**config.mk**
```make
export PLATFORM = sky130hd
export DESIGN_NAME = serial_adder
export DESIGN_NICKNAME = d
export VERILOG_FILES = /design/src/rtl/serial_adder_pkg.sv /design/src/rtl/serial_adder_full_adder.sv /design/src/rtl/serial_adder.sv
export SDC_FILE = /design/constraint.sdc
export NUM_CORES = 1
export LEC_CHECK = 0
export BUFFER_PORTS_ARGS = -buffer_cell sky130_fd_sc_hd__buf_2
export CAP_MARGIN = 20
export CELL_PAD_IN_SITES_DETAIL_PLACEMENT = 0
export CELL_PAD_IN_SITES_GLOBAL_PLACEMENT = 1
export CORE_MARGIN = 8
export CORE_UTILIZATION = 47
export CTS_BUF_LIST = sky130_fd_sc_hd__clkbuf_8
export CTS_CLUSTER_DIAMETER = 150
export CTS_CLUSTER_SIZE = 10
export DETAILED_ROUTE_END_ITERATION = 6
export PLACE_DENSITY_LB_ADDON = 0.2
export SLEW_MARGIN = 20
export SYNTH_ARGS = -nofsm -noshare
export SYNTH_HDL_FRONTEND = slang
export SYNTH_HIERARCHICAL = 1
export SYNTH_SLANG_ARGS = --single-unit
```
**constraint.sdc**
```tcl
create_clock -name clk -period 3 [get_ports clk]
set_input_delay 0.9 -clock clk [delete_from_list [all_inputs] [get_ports clk]]
set_output_delay 0.9 -clock clk [all_outputs]
set_load 0.03 [all_outputs]
```
**src/rtl/serial_adder_pkg.sv**
```systemverilog
// Shared types and defaults for the bit-serial adder.
package serial_adder_pkg;

   localparam int DEF_WIDTH = 8;

   typedef enum logic [1:0] {
      IDLE   = 2'd0,
      ADD    = 2'd1,
      FINISH = 2'd2
   } state_t;

endpackage

```
**src/rtl/serial_adder_full_adder.sv**
```systemverilog
// Single-bit full adder from two half-adder stages and an OR; purely combinational.
module full_adder (
   input  logic a,
   input  logic b,
   input  logic cin,
   output logic s,
   output logic cout
);

   logic h1_s;
   logic h1_c;
   logic h2_c;

   assign h1_s = a ^ b;
   assign h1_c = a & b;
   assign s    = h1_s ^ cin;
   assign h2_c = h1_s & cin;
   assign cout = h1_c | h2_c;

endmodule

```
**src/rtl/serial_adder.sv**
```systemverilog
// Bit-serial unsigned adder, LSB first through one full-adder cell; done WIDTH+1 cycles after start.
// No backpressure: start is taken only in IDLE/FINISH and ignored while busy.
module serial_adder
   import serial_adder_pkg::*;
#(
   parameter int WIDTH = DEF_WIDTH
) (
   input  logic             clk,
   input  logic             rst,
   input  logic             start,
   input  logic [WIDTH-1:0] a,
   input  logic [WIDTH-1:0] b,
   output logic             busy,
   output logic             done,
   output logic [WIDTH-1:0] sum,
   output logic             carry
);

   localparam int CW = $clog2(WIDTH) + 1;
   localparam logic [CW-1:0] TERM = CW'(WIDTH - 1);

   state_t           state;
   logic [WIDTH-1:0] sa;
   logic [WIDTH-1:0] sb;
   logic [WIDTH-1:0] ws;
   logic [WIDTH-1:0] ws_nxt;
   logic             cf;
   logic [CW-1:0]    cnt;
   logic             fa_s;
   logic             fa_c;

   full_adder u_fa (
      .a    (sa[0]),
      .b    (sb[0]),
      .cin  (cf),
      .s    (fa_s),
      .cout (fa_c)
   );

   // New bit enters at the MSB so the LSB-first stream lands in place after WIDTH shifts.
   assign ws_nxt = {fa_s, ws[WIDTH-1:1]};

   always_ff @(posedge clk) begin
      if (rst) begin
         state <= IDLE;
         busy  <= 1'b0;
         done  <= 1'b0;
         sum   <= '0;
         carry <= 1'b0;
         cnt   <= '0;
         sa    <= '0;
         sb    <= '0;
         ws    <= '0;
         cf    <= 1'b0;
      end else begin
         case (state)
            IDLE, FINISH: begin
               done <= 1'b0;
               busy <= 1'b0;
               if (start) begin
                  sa    <= a;
                  sb    <= b;
                  cf    <= 1'b0;
                  ws    <= '0;
                  cnt   <= '0;
                  busy  <= 1'b1;
                  state <= ADD;
               end else begin
                  state <= IDLE;
               end
            end
            ADD: begin
               sa <= sa >> 1;
               sb <= sb >> 1;
               cf <= fa_c;
               ws <= ws_nxt;
               if (cnt == TERM) begin
                  sum   <= ws_nxt;
                  carry <= fa_c;
                  busy  <= 1'b0;
                  done  <= 1'b1;
                  state <= FINISH;
               end else begin
                  cnt <= cnt + CW'(1);
               end
            end
            default: begin
               busy  <= 1'b0;
               done  <= 1'b0;
               state <= IDLE;
            end
         endcase
      end
   end

endmodule

```
# Yosys cells after proc, flatten, opt, wreduce, memory -nomap -nowiden
# Index checks and enable logic that the tools add are counted.
[totals]
regBits = 42
latchBits = 0
ramBits = 0
rom_bits = 0
mem_count = 0
[op_classes]
add_sub_neg = 1
mul = 0
n_div = 0
n_lt_le_gt_ge = 0
eq_ne = 6
shifts = 0
muxes = 17
bitwise_logic = 6
reduce_logical = 7
[op_table]
columns = ["cell", "n"]
rows = [
  ["case mux 8 bit (2 select lines)", 3],
  ["2-to-1 mux 8 bit", 3],
  ["2-to-1 mux 4 bit", 2],
  ["case mux 4 bit (2 select lines)", 1],
  ["inequality test 2 bit (second input constant)", 3],
  ["adder 4 x 1 -> 4 bit (second input constant)", 1],
  ["== test 4 x 3 -> 1 bit (second input constant)", 1],
  ["2-to-1 mux 1 bit", 4],
  ["case mux 1 bit (2 select lines)", 2],
  ["case mux 2 bit (2 select lines)", 1],
  ["AND reduction 2 bit", 2],
  ["OR reduction 2 bit", 2],
  ["AND reduction 3 bit", 1],
  ["AND 1 bit", 2],
  ["== test 2 x 1 -> 1 bit (second input constant)", 1],
  ["== test 2 bit (second input constant)", 1],
  ["zero test 2 bit", 1],
  ["2-to-1 mux 2 bit", 1],
  ["nonzero test 2 bit", 1],
  ["bitwise XOR 1 bit", 2],
  ["NOT 1 bit", 1],
  ["OR 1 bit", 1],
]

# Logic depth before layout (Yosys ltp)
# Gate-level depths: netlist of the first run.
[depth]
word_depth = 4
depth_mapped = 5
depth_no_buf = 4

# Cells and area by module
# The synthesis of the first run kept the hierarchy.
[by_module_without_submodules]
columns = ["module", "n_inst", "cells_each", "area_each_um2", "seq_area_each_um2"]
rows = [
  ["serial_adder", 1, 184, 1717.9, 820.8],
  ["full_adder", 1, 1, 20.0, 0.0],
]

# Least setup slack after synthesis of the first run
# OpenSTA, ideal clock, no wires.
[synth_path]
kind = "input-to-reg"
start = "in rst"
end = "reg cnt[3]"
setup_time_ns = 0.062
arrival_ns = 1.626
t_required_ns = 2.938
setup_slack_ns = 1.311
path_stages = 4
cell_sequence = "buf_6 -> nor3b_2 -> nand4bb_1 -> nand3_1"
[synth_rtl]
columns = ["element", "line_no", "rtl"]
rows = [
  ["start: declaration", "serial_adder.sv:9", "input logic rst,"],
  ["end signal: assignment", "serial_adder.sv:84", "cnt <= cnt + CW'(1);"],
  ["end: declaration", "serial_adder.sv:28", "logic [CW-1:0] cnt;"],
]

==> impl_results.md, run 1 <==
* TNS Setup at 0 ns
* Pwr/cell area at around 620 nW/um2
* Residual DRC at 0
* Inst Count DP at 248
* Detailed-route via count at between 1000 and 1500
* Max Cap Viol at 0
* # nets final at between 200 and 250
* Most common cell in the netlist: dfxtp_1
* Sequential fraction of the synthesis area at a little under half
* Post-synth top area cell: dfxtp_1
* Critical path peak fanout at 33
* Initial antenna violation count at 0
* Fin cells at around 260
* Worst Hold Class: reg -> reg
* Netlist cell types at 28
* Syn Inst Count at approximately 190
* Grt total ovfl at 0
* Final setup fails at 0
* CP peak stage delay at 0.58 ns
* Hold buffers post-CTS at 0
* Kind of critical path: in -> reg
* Final core utilization at between 50% and 60%
* Antenna cell count at 0
* Number of flops mapped to enable cells by yosys at 0
* Mean instance size in the synthesized netlist at about 9.4 um2
* DP HPWL at around 2400 um
* Routed Antenna Nets at 0
* Routability cong. at 0.722
* Fmax at around 550 MHz
* Leak at ~0.00079 uW
* Initial core utilization at 48.2%
* CTS Buf Count at 5
* Crit path capture type: flop
* Fillers at ~350
* Latest clock arrival within the worst-skew pair at 0.30 ns
* First-pass GRT wire length at 6250 um
* Worst-margin pin slew at ~0.75 ns
* Tmin final at between 1.5 and 2 ns
* Ys flop type: dfxtp_1
* Core Area at around 3600 um2
* Max Slew Vio Count at 0
* Crit-path cells: buf_2, nor3b_2, nand4bb_1, nand3_1
* Final cycle utilization of the critical path at 60.9%
* CP startpoint kind: primary input
* Synth area leaders: dfxtp_1, a311oi_2, nand2_1
* Die Span Y at between 70 and 80 um
* Warnings, synthesis at 6
* CTS tree: done
* Boundary Pins at 30
* RSZ-0062 raised after global routing: no
* Crit path DAT at 2.07 ns
* Top cells by count, synth: dfxtp_1, nand2_1, nor2_1
* Clock skew at roughly 0.006 ns
* Status: completed
* Yosys reg bits at approximately 40
* Port buffer count at 29
* Vias/cell at 5.46
* Die width at between 70 and 80 um
* Register clock-pin slew on the reported worst setup and hold paths at roughly 0.080 ns
* Layout cell share with drive strength beyond 1 at 24.5%
* GRT Util Overall at about an eighth
* Post-cts resize count at 0
* Die area at between 5000 and 6000 um2
* # clock sinks at around 40
* Syn Nets at approximately 200
* Initial drt markers at 149
* Clock root buffer: clkbuf_8
* Required time of the critical path at 3.25 ns
* Post-CTS Setup Bufs at 0
* Drt total wl at around 3600 um
* Top cell type's share of synthesized area at 47.2%
* Async SR Flop Fraction at 0%
* Drt pass-1 iters at 4
* Average wire per cell in the routed design at between 10 and 15 um
* Worst slew margin at about half
* Synth-to-Final Area Change at 14.2%
* Largest net degree at the start of global routing at 34
* Bufs on Longest Clock Path at 2
* Slowest stage cell, crit path: nor3b_2
* Fin. Hold Viols at 0
* Synthesized area at about 1700 um2
* Row Count at 22
* Vias in the first global route at 1370
* Peak supply drop at ~0.27 mV
* H-tree depth at 2
## flip-flops by register name (all words and copies together) (netlist names)
| register | count |
|---|---|
| sb | 8 |
| state | 2 |
| done | 1 |
| carry | 1 |
| ws | 7 |
| cnt | 4 |
| sum | 8 |
| cf | 1 |
| busy | 1 |
| sa | 8 |
## worst paths after layout
| check | cells after the start | slack [ns] | startpoint | end |
|---|---|---|---|---|
| min | 1 | 0.47 | done | done |
| min reg2reg | 1 | 0.47 | done | done |
| max | 4 | 1.17 | rst | cnt[3] |
| max reg2reg | 4 | 1.26 | state[1] | sb[0] |
## routing by layer
metal	up-vias	share of wire (%)	global-route usage, %
li1	703	-	-
met1	661	44	14.3
met2	28	49	21.1
met3	5	5.4	5.36
met4	0	1.7	5.19
met5	-	0	0
## critical path: cells and delay by family
| family | cells | cell delay (ns) |
|---|---|---|
| buf+inv | 1 | 0.32 |
| simple gates | 3 | 0.84 |
## power breakdown
part           total (uW)  switching (uW)  leakage, uW  internal [uW]
Combinational         123            76.0     0.000385           46.7
Clock                 528             197    0.0000681            331
Sequential            584            14.9     0.000334            569
Total                1230             288     0.000788            946
## through the flow
stage	total power (uW)	hold WS [ns]	setup slack, ns	instance area (um2)
after floorplan	697	0.442	1.31	1740
after global placement	715	0.456	0.866	1850
after detailed placement	719	0.458	0.840	1850
after CTS	1240	0.477	1.14	1980
after global routing	1280	0.494	1.06	1980
final	1230	0.473	1.17	1980
## area by class of cell
cell class / count / area [um2] / share of cell area, %
clock inverter: 3 / 65.1 / 3.28
clock buffer: 5 / 68.8 / 3.47
sequential: 41 / 821 / 41.4
timing repair buffer: 32 / 168 / 8.45
tap: 48 / 60.1 / 3.03
multi-input combinational: 127 / 802 / 40.4
## layout by cell type (no fill, tap or decap)
cell       count
a21oi_1       14
or3_1          1
o21ai_0        9
nor3b_2        1
clkbuf_8       5
nand3_1       15
nand4bb_1      1
a311oi_1       5
nor2_1        16
nand3b_1       1
nor2b_1        3
and3b_1        1
o211ai_1       2
ha_1           1
fa_1           1
a22o_1        10
clkinv_2       1
a21o_1         1
bufinv_16      2
nor3_1         1
nand2_1       29
a311oi_2       9
dfxtp_1       41
nor3_4         1
a211oi_1       1
buf_2         29
nand2b_1       2
o21a_1         2
buf_4          3
## cells by family (layout without fill, tap and decap cells)
group	count (synthesis)	count (layout)	synth area share [%]
AND/OR/NAND/NOR	72	72	19.7
AO/OA/AOI/OAI	53	53	24.5
flip-flops	41	41	47.2
buffers and inverters	17	40	6.62
adder cells (fa/ha/maj)	2	2	1.87
Power figures use the tool's default switching activity.
==> run 2: changes to the inputs <==
--- a/config.mk
+++ b/config.mk
@@ -5,12 +5,13 @@
 export SDC_FILE = /design/constraint.sdc
 export NUM_CORES = 1
 export LEC_CHECK = 0
+export ABC_AREA = 1
 export BUFFER_PORTS_ARGS = -buffer_cell sky130_fd_sc_hd__buf_2
 export CAP_MARGIN = 20
 export CELL_PAD_IN_SITES_DETAIL_PLACEMENT = 0
 export CELL_PAD_IN_SITES_GLOBAL_PLACEMENT = 1
 export CORE_MARGIN = 8
-export CORE_UTILIZATION = 47
+export CORE_UTILIZATION = 42
 export CTS_BUF_LIST = sky130_fd_sc_hd__clkbuf_8
 export CTS_CLUSTER_DIAMETER = 150
 export CTS_CLUSTER_SIZE = 10
==> constraint.sdc (replaced) <==
create_clock -name clk -period 1.7 [get_ports clk]
set_input_delay 0.51 -clock clk [delete_from_list [all_inputs] [get_ports clk]]
set_output_delay 0.51 -clock clk [all_outputs]
set_load 0.03 [all_outputs]
==> run 2 against run 1 <==
Net effect:
- sequential share of layout area is 0.82 points lower
- combinational power is 80% higher
- non-clock buffer count stayed put
- wire length is 0.39% lower
- clock power is 50% higher
- utilization is 4.4 points lower
- cell count is 15% higher
- worst hold slack worse by 0.018 ns
- sequential cell count stayed put
==> impl_results.md, run 2 <==
* Status: completed
* Slowest stage cell, crit path: dfxtp_1
* Most common cell in the netlist: dfxtp_1
* Residual DRC at 0 (unchanged)
* Drt pass-1 iters at 5 (+1)
* Clock skew at 0.00820 ns (+0.00209 ns)
* Top cells by count, synth: dfxtp_1, nand2_1, o21ai_0
* Average wire per cell in the routed design at 12.3 um (-14%)
* Worst R2R Start: cnt[0]
* H-tree depth at 2 (unchanged)
* Core Area at 4000 um2 (+11%)
* Mean instance size in the synthesized netlist at 8.22 um2 (-13%)
* Met3 wire length at 148 um (-25%)
* Vias/cell at 4.84 (-11%)
* # nets final at 265 (+16%)
* Row Count at 23 (+4.5%)
* Detailed-route via count at 1427 (+2.1%)
* Die width at 80.4 um (+4.7%)
* Die area at 6460 um2 (+9.6%)
* Crit-path cells: ha_1, nand3_1, inv_1, nand2_4, o21ai_0, nor2_1
* Ys flop type: dfxtp_1
* Grt total ovfl at 0 (unchanged)
* Latest clock arrival within the worst-skew pair at 0.29 ns (about the same)
* Most frequent cells in the layout: dfxtp_1, nand2_1, o21ai_0
* Yosys reg bits at 41 (unchanged)
* RSZ-0062 raised after global routing: no
* CTS Buf Count at 5 (unchanged)
* Crit path DAT at 1.54 ns (-0.53 ns)
* Fmax at ~730 MHz
* Worst Hold Class: reg -> reg
* Hold depth at 2 (+1)
* Fin area at 2020 um2 (+2.0%)
* Top Layer Used: met4
* Kind of critical path: reg -> reg
* Initial drt markers at 84 (-44%)
* Warnings, synthesis at 6 (unchanged)
* Number of flops mapped to enable cells by yosys at 0 (unchanged)
* Peak supply drop at 0.758 mV (+180%)
* Port buffer count at 29 (unchanged)
* Routed Antenna Nets at 0 (unchanged)
* Final cycle utilization of the critical path at between 80% and 90%
* Initial antenna violation count at 0 (unchanged)
* Placed cell areas at 1910 um2 (+3.1%)
* Commonest non-fill, non-tap cell in the layout: dfxtp_1
* Register clock-pin slew on the reported worst setup and hold paths at 0.08 ns (about the same)
* HP Start: done
* Netlist cell types at 25 (-11%)
* Post-cts resize count at 0 (unchanged)
* Post-synth top area cell: dfxtp_1
* DP HPWL at 2620 um (+8.6%)
* Required time of the critical path at 1.88 ns (-1.37 ns)
* Critical path peak fanout at 10 (-70%)
* Initial core utilization at 43.5% (-4.7 points)
* Final setup fails at 0 (unchanged)
* Antenna cell count at 0 (unchanged)
* Post-CTS Setup Bufs at 0 (unchanged)
* Inst Count DP at 287 (+16%)
* Synth area leaders: dfxtp_1, o21ai_0, nand3_1
* Fin cells at 295 (+15%)
* Routability cong. at 0.707 (-2.1%)
* Bufs on Longest Clock Path at 2 (unchanged)
* Top Registers: sa x8, sb x8, sum x8
* Tmin final at about 1.4 ns
* CP startpoint kind: flop
* Synth-to-Final Area Change at 16.2%
* Met1 Wirelength at 1860 um (+17%)
* Fin Hold WS at 0.454 ns (-0.0184 ns)
* CP peak stage delay at 0.41 ns (-0.17 ns)
* Fillers at 398 (+13%)
* Synthesized area at 1740 um2 (+0.22%)
* Async SR Flop Fraction at 0% (unchanged)
* Max Slew Vio Count at 0 (unchanged)
* Leak at 0.000906 uW (+15%)
* Die Span Y at 80.4 um (+4.7%)
* Largest net degree at the start of global routing at 33 (-2.9%)
* Sequential fraction of the synthesis area at 47.1% (-0.10 points)
* DR WL met2 at 1570 um (-12%)
* First-pass GRT wire length at 6110 um (-2.3%)
* # clock sinks at 41 (unchanged)
* Boundary Pins at 30 (unchanged)
* Register area at 821 um2 (unchanged)
* Syn Inst Count at 212 (+15%)
* Crit path capture type: flop
* Top cell type's share of synthesized area at 47.1% (-0.10 points)
* Vias in the first global route at 1355 (-1.1%)
* Syn Nets at 233 (+13%)
* Layout cell share with drive strength beyond 1 at 23.7% (-0.85 points)
* Drt total wl at 3620 um (-0.39%)
* R2R depth at 6 (+2)
* Max Cap Viol at 0 (unchanged)
* Hold buffers post-CTS at 0 (unchanged)
* Pwr/cell area at 1000 nW/um2 (+61%)
* Clock root buffer: clkbuf_8
* TNS Setup at 0 ns (unchanged)
* Fin. Hold Viols at 0 (unchanged)
* GRT Util Overall at 11.9% (-0.95 points)
* Multi-input gate area at 759 um2 (-5.3%)
* Worst slew margin at 78.6% (+29 points)
* Worst-margin pin slew at 0.321 ns (-0.431 ns)
* Crit path from: cnt[0]
* CTS tree: done
## run 2: changes by cell type after synthesis, moves of 8 or more
cell	change
inv_1	+23
o21ai_0	+22
nand3_1	+12
a22o_1	-10
a311oi_2	-9
a21oi_1	-8
## run 2: critical path: cells and delay by family (launching register included)
kind / cells / cell delay, ns
buffers and inverters: 1 / 0.14
flip-flops: 1 / 0.41
AND/OR/NAND/NOR: 3 / 0.31
AO/OA/AOI/OAI: 1 / 0.17
adder cells (fa/ha/maj): 1 / 0.22
## run 2: cells by family after synthesis
family	share of synthesized area [%]
compound gates	16.3
fa+ha+maj	1.87
buf+inv	9.27
flops	47.1
simple gates	25.4
## run 2: through the flow
stage	setup slack, ns	power [uW]	util, %
after floorplan	0.520	1210	-
after detailed placement	0.256	1260	47.7
after CTS	0.331	2050	50.6
final	0.339	2030	50.6
after global routing	0.200	2140	50.6
after global placement	0.231	1270	47.7
## run 2: cell type report
| type | instances | area share (%) |
|---|---|---|
| sequential | 41 | 40.5 |
| tap | 50 | 3.09 |
| inverter | 26 | 4.82 |
| clock buffer | 6 | 4.08 |
| clock inverter | 2 | 1.67 |
| multi-input combinational | 138 | 37.5 |
| timing repair buffer | 32 | 8.28 |
## run 2: layer usage
metal  track usage [%]  up-vias
met3              3.46        6
met5                 0        -
li1                  -      758
met2              17.6       28
met1              15.7      635
met4              4.91        0
## run 2: worst paths after layout
path,endpoint,slack [ns]
min reg2reg,done,0.45
max reg2reg,sum[0],0.34
min,done,0.45
max,sum[0],0.34
## run 2: power breakdown
part,internal [uW],switching [uW]
clock network,473,320
registers,1000,18.2
logic,75.7,146
total,1550,484
